==> src/rtl/sp_mem_access_ctrl.sv <==
// ---------------------------------------------------------------------------
// sp_mem_access_ctrl
//
// Arbitrates a write request channel and a read request channel onto a
// single-port RAM and returns read data, in request order, through a small
// response FIFO. Reads are only issued when a response slot is guaranteed,
// so the FIFO can never overflow and the RAM pipeline never needs stalling.
//
// Optional feature macro: SP_MEM_ACCESS_CTRL_RR_ARB_EN
//   undefined -> fixed write priority
//   defined   -> alternating (round-robin) grant when both channels contend
//
// Ports
//   clk, rst                      clock, synchronous active-low reset
//   wr_valid/wr_ready/wr_addr/wr_data   write request channel
//   rd_valid/rd_ready/rd_addr           read request channel
//   resp_valid/resp_ready/resp_data     read response channel
//   mem_addr/mem_din/mem_en/mem_we/mem_regcea/mem_dout  RAM master side
// ---------------------------------------------------------------------------
module sp_mem_access_ctrl #(
    parameter int DATA_WIDTH   = 8,
    parameter int ADDR_WIDTH   = 8,
    parameter int READ_LATENCY = 2,
    parameter int RESP_DEPTH   = 4
) (
    input  logic                  clk,
    input  logic                  rst,
    input  logic                  wr_valid,
    output logic                  wr_ready,
    input  logic [ADDR_WIDTH-1:0] wr_addr,
    input  logic [DATA_WIDTH-1:0] wr_data,
    input  logic                  rd_valid,
    output logic                  rd_ready,
    input  logic [ADDR_WIDTH-1:0] rd_addr,
    output logic                  resp_valid,
    input  logic                  resp_ready,
    output logic [DATA_WIDTH-1:0] resp_data,
    output logic [ADDR_WIDTH-1:0] mem_addr,
    output logic [DATA_WIDTH-1:0] mem_din,
    output logic                  mem_en,
    output logic                  mem_we,
    output logic                  mem_regcea,
    input  logic [DATA_WIDTH-1:0] mem_dout
);

    localparam int CW = $clog2(RESP_DEPTH) + 1;
    localparam int PW = (RESP_DEPTH > 1) ? $clog2(RESP_DEPTH) : 1;

    logic                    credit;
    logic                    wr_grant;
    logic                    rd_grant;
    logic [READ_LATENCY-1:0] vld_sr;
    logic [READ_LATENCY-1:0] vld_sr_next;
    logic                    push;
    logic                    pop;
    logic [CW-1:0]           in_flight;
    logic [CW-1:0]           fifo_count;
    logic [PW-1:0]           wr_ptr;
    logic [PW-1:0]           rd_ptr;
    logic [DATA_WIDTH-1:0]   fifo_mem [RESP_DEPTH];

    // A read may only be issued if a FIFO slot is reserved for its data,
    // counting both reads still inside the RAM pipeline and queued responses.
    // One extra bit on the sum keeps the compare overflow-free.
    assign credit = ({1'b0, in_flight} + {1'b0, fifo_count}) < (CW + 1)'(RESP_DEPTH);

`ifdef SP_MEM_ACCESS_CTRL_RR_ARB_EN
    typedef enum logic {
        LAST_WR = 1'b0,
        LAST_RD = 1'b1
    } last_grant_t;

    last_grant_t last_grant;

    // Under contention the channel that did not win last time gets the grant;
    // an uncontested request is granted straight away.
    always_comb begin
        wr_ready = 1'b0;
        rd_ready = 1'b0;
        if (rst) begin
            wr_ready = !(rd_valid && credit) || (last_grant == LAST_RD);
            rd_ready = credit && (!wr_valid || (last_grant == LAST_WR));
        end
    end

    // Remember which channel was granted most recently.
    always_ff @(posedge clk) begin
        if (!rst) begin
            last_grant <= LAST_RD;
        end else if (wr_grant) begin
            last_grant <= LAST_WR;
        end else if (rd_grant) begin
            last_grant <= LAST_RD;
        end
    end
`else
    // Writes always win; a read only goes when no write is pending.
    always_comb begin
        wr_ready = rst;
        rd_ready = rst && !wr_valid && credit;
    end
`endif

    assign wr_grant = wr_valid && wr_ready;
    assign rd_grant = rd_valid && rd_ready;

    // Drive the RAM directly from the granted request so it sees the access
    // in the same cycle as the handshake.
    always_comb begin
        mem_en   = 1'b0;
        mem_we   = 1'b0;
        mem_addr = '0;
        mem_din  = '0;
        if (wr_grant) begin
            mem_en   = 1'b1;
            mem_we   = 1'b1;
            mem_addr = wr_addr;
            mem_din  = wr_data;
        end else if (rd_grant) begin
            mem_en   = 1'b1;
            mem_addr = rd_addr;
        end
    end

    assign mem_regcea = rst;

    // Each issued read travels down a shift register matching the RAM read
    // latency; the bit leaving the top marks the cycle mem_dout is valid.
    always_comb begin
        vld_sr_next    = vld_sr << 1;
        vld_sr_next[0] = rd_grant;
    end

    assign push       = vld_sr[READ_LATENCY-1];
    assign resp_valid = rst && (fifo_count != '0);
    assign pop        = resp_valid && resp_ready;
    assign resp_data  = fifo_mem[rd_ptr];

    // Pipeline tracking, credit counters and FIFO pointers. Clearing the
    // shift register on reset drops any read still inside the RAM.
    always_ff @(posedge clk) begin
        if (!rst) begin
            vld_sr     <= '0;
            in_flight  <= '0;
            fifo_count <= '0;
            wr_ptr     <= '0;
            rd_ptr     <= '0;
        end else begin
            vld_sr     <= vld_sr_next;
            in_flight  <= in_flight + CW'(rd_grant) - CW'(push);
            fifo_count <= fifo_count + CW'(push) - CW'(pop);
            if (push) begin
                wr_ptr <= wr_ptr + PW'(1);
            end
            if (pop) begin
                rd_ptr <= rd_ptr + PW'(1);
            end
        end
    end

    // Response storage needs no reset; the pointers decide what is valid.
    always_ff @(posedge clk) begin
        if (rst && push) begin
            fifo_mem[wr_ptr] <= mem_dout;
        end
    end

endmodule

==> config.mk <==
export PLATFORM = sky130hd
export DESIGN_NAME = sp_mem_access_ctrl
export DESIGN_NICKNAME = d
export VERILOG_FILES = /design/src/rtl/sp_mem_access_ctrl.sv
export SDC_FILE = /design/constraint.sdc
export NUM_CORES = 1
export LEC_CHECK = 0
export ABC_AREA = 1
export CAP_MARGIN = 20
export CORE_UTILIZATION = 30
export CTS_CLUSTER_SIZE = 8
export DETAILED_ROUTE_END_ITERATION = 7
export DONT_BUFFER_PORTS = 1
export HOLD_SLACK_MARGIN = 0.06
export MAX_ROUTING_LAYER = met4
export REMOVE_ABC_BUFFERS = 1
export SYNTH_ARGS = -nofsm -noshare
export SYNTH_HDL_FRONTEND = slang
export SYNTH_SLANG_ARGS = --single-unit
==> constraint.sdc <==
create_clock -name clk -period 1.75 [get_ports clk]
set_input_delay 0.2625 -clock clk [delete_from_list [all_inputs] [get_ports clk]]
set_output_delay 0.2625 -clock clk [all_outputs]
set_load 0.02 [all_outputs]
; After elaboration in Yosys (flattened, before gate mapping)
; Memories as Yosys holds them, arrays and structs flattened. A register that Yosys moved wholly into a read port is not among the register bits.
; Cells that the tools add are included.
[classes]
addsub = 7
order_cmp = 1
n_mux = 10
n_reduce_logical = 9
[ops]
columns = operator, n
row1 = $mux 8, 3
row2 = $logic_and 1x1->1, 7
row3 = $add 3x1->3, 2
row4 = $sub 3x1->3, 2
row5 = $mux 1, 5
row6 = $add 2x1->2 const B, 2
row7 = $add 3x3->4, 1
row8 = $lt 4x3->1 const B, 1
row9 = $mux 2, 2
row10 = $reduce_bool 3->1, 1
row11 = $logic_not 1->1, 1
[word_totals]
reg_bits = 12
mem_bits_rw = 32
out_inout_bits = 30
wordCells = 33
memories = 1
[memory_table]
columns = memory, depth, width, rd, rd_clocked_by_memory_dff, write_ports, line
row1 = fifo_mem, 4, 8, 1, 1, 1, 60  ; logic [DATA_WIDTH-1:0] fifo_mem [RESP_DEPTH];

; Depth between registers and ports, before layout
[logic_depth]
ltp_word = 6
ltp_mapped = 12
ltp_nobuf = 12

; Worst setup path before layout
; No wires, ideal clock.
[synth_timing]
kind = reg-to-reg
from = reg fifo_count[1]
to = reg in_flight[1]
setup_time_ns = 0.109
t_arrival_ns = 1.806
t_required_ns = 1.641
slack_ns = -0.165
stages_incl_launch_ff = 11
path_buffers = 0
synth_period_minus_slack_ns = 1.915
cell_sequence = dfxtp_1 > ha_1 > nand3_1 > nand2_1 > nor2_4 > nand2_2 > inv_1 > ha_1 > fa_1 > nand2_1 > inv_1
[synth_via]
elab_chain_cells = 6
[synth_rtl]
columns = item, line
row1 = "start, declared", 57  ; logic [CW-1:0] fifo_count;
row2 = "start signal, assigned", 151  ; fifo_count <= fifo_count + CW'(push) - CW'(pop);
row3 = $add 3x3->4, 65  ; assign credit = ({1'b0, in_flight} + {1'b0, fifo_count}) < (CW + 1)'(RESP_DEPTH);
row4 = $lt 4x3->1, 65
row5 = $logic_and 1x1->1, 100  ; rd_ready = rst && !wr_valid && credit;
row6 = via rd_ready, 33  ; output logic rd_ready,
row7 = $logic_and 1x1->1, 105  ; assign rd_grant = rd_valid && rd_ready;
row8 = via rd_grant, 51  ; logic rd_grant;
row9 = $add 3x1->3, 150  ; in_flight <= in_flight + CW'(rd_grant) - CW'(push);
row10 = $sub 3x1->3, 150
row11 = "end signal, assigned", 150
row12 = "end, declared", 56  ; logic [CW-1:0] in_flight;
; The timed path passes the listed nets, and every way through them passes these cells.
; A chain may end at the register's enable or synchronous reset.

; Worst setup path in the final report
[layout_timing]
from = reg fifo_count[1]
to = reg in_flight[2]
[layout_via]
elab_chain_cells = 6
[layout_rtl]
columns = item, line
row1 = $add 3x3->4, 65
row2 = $lt 4x3->1, 65
row3 = $logic_and 1x1->1, 100
row4 = $logic_and 1x1->1, 105
row5 = via rd_grant, 51
row6 = $add 3x1->3, 150
row7 = $sub 3x1->3, 150
; The timed path passes the listed nets, and every way through them passes these cells.

==> qor.txt <==
CTS Buffer Depth: 2
Yosys warning count: 0
CTS tree: done
Layout area overhead: 35.66%
Fill cell count: 632
Hold Crit Depth: 2
Kind of critical path: reg2reg
CP max FO: 3
Placed Cells: 329
Failing checks: negative setup slack
Overall fraction of global-route tracks in use: 13.29%
Worst skew pair latency: 0.30 ns
CORE AREA: 6794 µm²
Period minus WS final: 1.790 ns
Setup_tns: -0.2134 ns
Detailed Place HPWL: 2.831 mm
Largest net degree at the start of global routing: 17
Final Setup Violations: 10
Hold Crit Class: in2reg
Initial DRC count: 25
WL/cell: 12.72 µm
Worst r2r path cells: 10
Commonest cells after routing, fill and taps aside: nor2_1, edfxtp_1, inv_1, nand2_1, buf_4
CTS sink cnt: 46
Avg Vias per Cell: 4.473
Crit path launch type: flip-flop
Die area: 7405 µm²
Initial antenna violation count: 0
Grt total ovfl: 0
R2R Path Start: fifo_count[1]$_SDFF_PN0_
Tot Pwr: 0.002969 W
# H-tree levels: 2
Most common cell after layout, fill and taps aside: nor2_1
Post-synthesis instance area: 2120 µm²
Worst Tran Pin Value: 0.5028 ns
Final Wtd Congestion: 0.7334
CTS buffer count: 5
Die H: 86.06 µm
Period utilization: 102.3%
IO Port Bufs: 0
Synth cell types: 21
Slew headroom: 66.58%
RSZ-0062 raised after global routing: yes
Routed Antenna Nets: 0
Outcome: finished with violations
Ports: 67
Row Count: 30
Worst R2R End: in_flight[2]$_SDFF_PN0_
Syn_area_per_cell: 9.634 µm²
Final std cells w/o fill: 349
First drt pass iteration count: 4
Nets: 301
Initial core utilization: 31.20%
First-pass GRT wire length: 7.127 mm
Lkg Pwr: 1.139 nW
Max-Cap Viols: 0
CP Data Required Time: 1.99 ns
Worst vdd ir: 388.8 µV
Sequential share of the synthesized area: 58.56%
R2R Setup Slk: -0.04 ns
Number of diodes: 0
Die W: 86.06 µm
Ratio of cells with drive above 1 in the final layout: 30.43%
Final Max Slew Viols: 0
Fmax: 558.6 MHz
Worst EP arrival: 2.03 ns
Worst setup skew after layout: 0.005815 ns
Worst setup path endpoint: in_flight[2]$_SDFF_PN0_
Synthesized instance count: 220
Seq cells post-synth: 46
Number of global-route vias before repair: 1552
Final hold vios: 0
Root buffer cell: clkbuf_8
Routed wire length: 4.439 mm
PwrDens: 1032 nW/µm²
Dpl ws: -0.1049 ns
Worst Setup SP: fifo_count[1]$_SDFF_PN0_
CTS clk-pin slew, worst paths: 0.09 ns
Via count: 1561
CP endpoint kind: flip-flop
DRC: 0
Post-route setup slack: -0.04029 ns
==> layer usage <==
metal | vias up | wire (µm) | track usage (%) | share of wire [%]
li1 | 774 | - | - | -
met2 | 71 | 2317 | 23.59 | 52
met5 | - | 0 | - | 0
met1 | 711 | 1749 | 13.59 | 39
met4 | 0 | 70 | 5.000 | 1.6
met3 | 5 | 301 | 4.331 | 6.8
==> kinds of logic (layout without fill, tap and decap cells) <==
| group | count (synthesis) | after routing | synth area share [%] |
|---|---|---|---|
| compound gates | 32 | 32 | 8.029 |
| xor+xnor | 1 | 1 | 0.4133 |
| simple gates | 85 | 85 | 16.77 |
| flops | 46 | 46 | 58.56 |
| buf+inv | 44 | 77 | 8.441 |
| fa+ha+maj | 12 | 12 | 7.792 |
==> Yosys cell counts <==
| master | instances | area [µm²] |
|---|---|---|
| o21ai_1 | 2 | 10.01 |
| fa_1 | 2 | 40.04 |
| nand3_1 | 10 | 50.05 |
| nand3b_2 | 1 | 11.26 |
| o22ai_1 | 8 | 50.05 |
| a21oi_1 | 6 | 30.03 |
| nand2_1 | 35 | 131.4 |
| o21ai_0 | 16 | 80.08 |
| nand2_2 | 2 | 12.51 |
| nand3b_1 | 1 | 7.510 |
| edfxtp_1 | 32 | 960.9 |
| inv_1 | 36 | 135.1 |
| inv_2 | 2 | 7.510 |
| buf_4 | 3 | 22.52 |
| nor2_4 | 1 | 11.26 |
| ha_1 | 10 | 125.1 |
| xor2_1 | 1 | 8.760 |
| dfxtp_1 | 14 | 280.3 |
| clkbuf_1 | 1 | 3.750 |
| nor2_1 | 35 | 131.4 |
| buf_2 | 2 | 10.01 |
==> how the worst min path moves through the flow <==
stage,start,to
after floorplan,rst,fifo_count[0]$_SDFF_PN0_
after global placement,mem_dout[7],fifo_mem[3][7]$_DFFE_PP_
after detailed placement,mem_dout[6],fifo_mem[2][6]$_DFFE_PP_
after CTS,rst,wr_ptr[0]$_SDFFE_PN0P_
after global routing,rst,wr_ptr[1]$_SDFFE_PN0P_
final,rst,wr_ptr[0]$_SDFFE_PN0P_
==> metrics by stage <==
step / util, % / instance area [µm²] / hold slack, ns
2_1_floorplan: - / 2083 / 0.3560
3_3_place_gp: 34.53 / 2346 / 0.3616
3_5_place_dp: 34.53 / 2346 / 0.3616
4_1_cts: 41.84 / 2843 / 0.07146
5_1_grt: 42.32 / 2875 / 0.07742
6_report: 42.32 / 2875 / 0.08729
==> registers in the layout, summed over array words and instances (netlist names), named ones only <==
register	cells
wr_ptr	2
fifo_count	3
vld_sr	2
fifo_mem	32
in_flight	3
rd_ptr	2
==> cell type report <==
| type | instances | area, µm² | area share (%) |
|---|---|---|---|
| flip-flops and latches | 46 | 1252 | 43.56 |
| multi-input cells | 130 | 974.7 | 33.90 |
| repair buffers | 31 | 275.3 | 9.574 |
| inverters | 38 | 142.6 | 4.961 |
| well taps | 96 | 120.1 | 4.178 |
| clock buffers | 6 | 72.57 | 2.524 |
| clock inverters | 2 | 37.54 | 1.305 |
==> report_power, final <==
group          switching, W  internal (W)
Clock              0.000366      0.000426
Combinational      0.000490      0.000384
Sequential        0.0000676       0.00123
==> critical path: stages, from the launching register on <==
cell and delay (ns):
dfxtp_4 0.37, ha_4 0.26, nand3_2 0.05, nand2_2 0.09, nor2_4 0.05, nand2_2 0.08
inv_2 0.05, ha_4 0.15, fa_2 0.33, nand3b_1 0.16, a21oi_1 0.12
==> timing repair <==
item,in CTS,in global routing
hold buffers,9,0
endpoints found under the setup margin,13,21
cloned,1,0
setup buffers,2,0
pin swaps,16,9
resized for setup,61,9
hold endpoints to repair,37,0
Power figures use the tool's default switching activity.
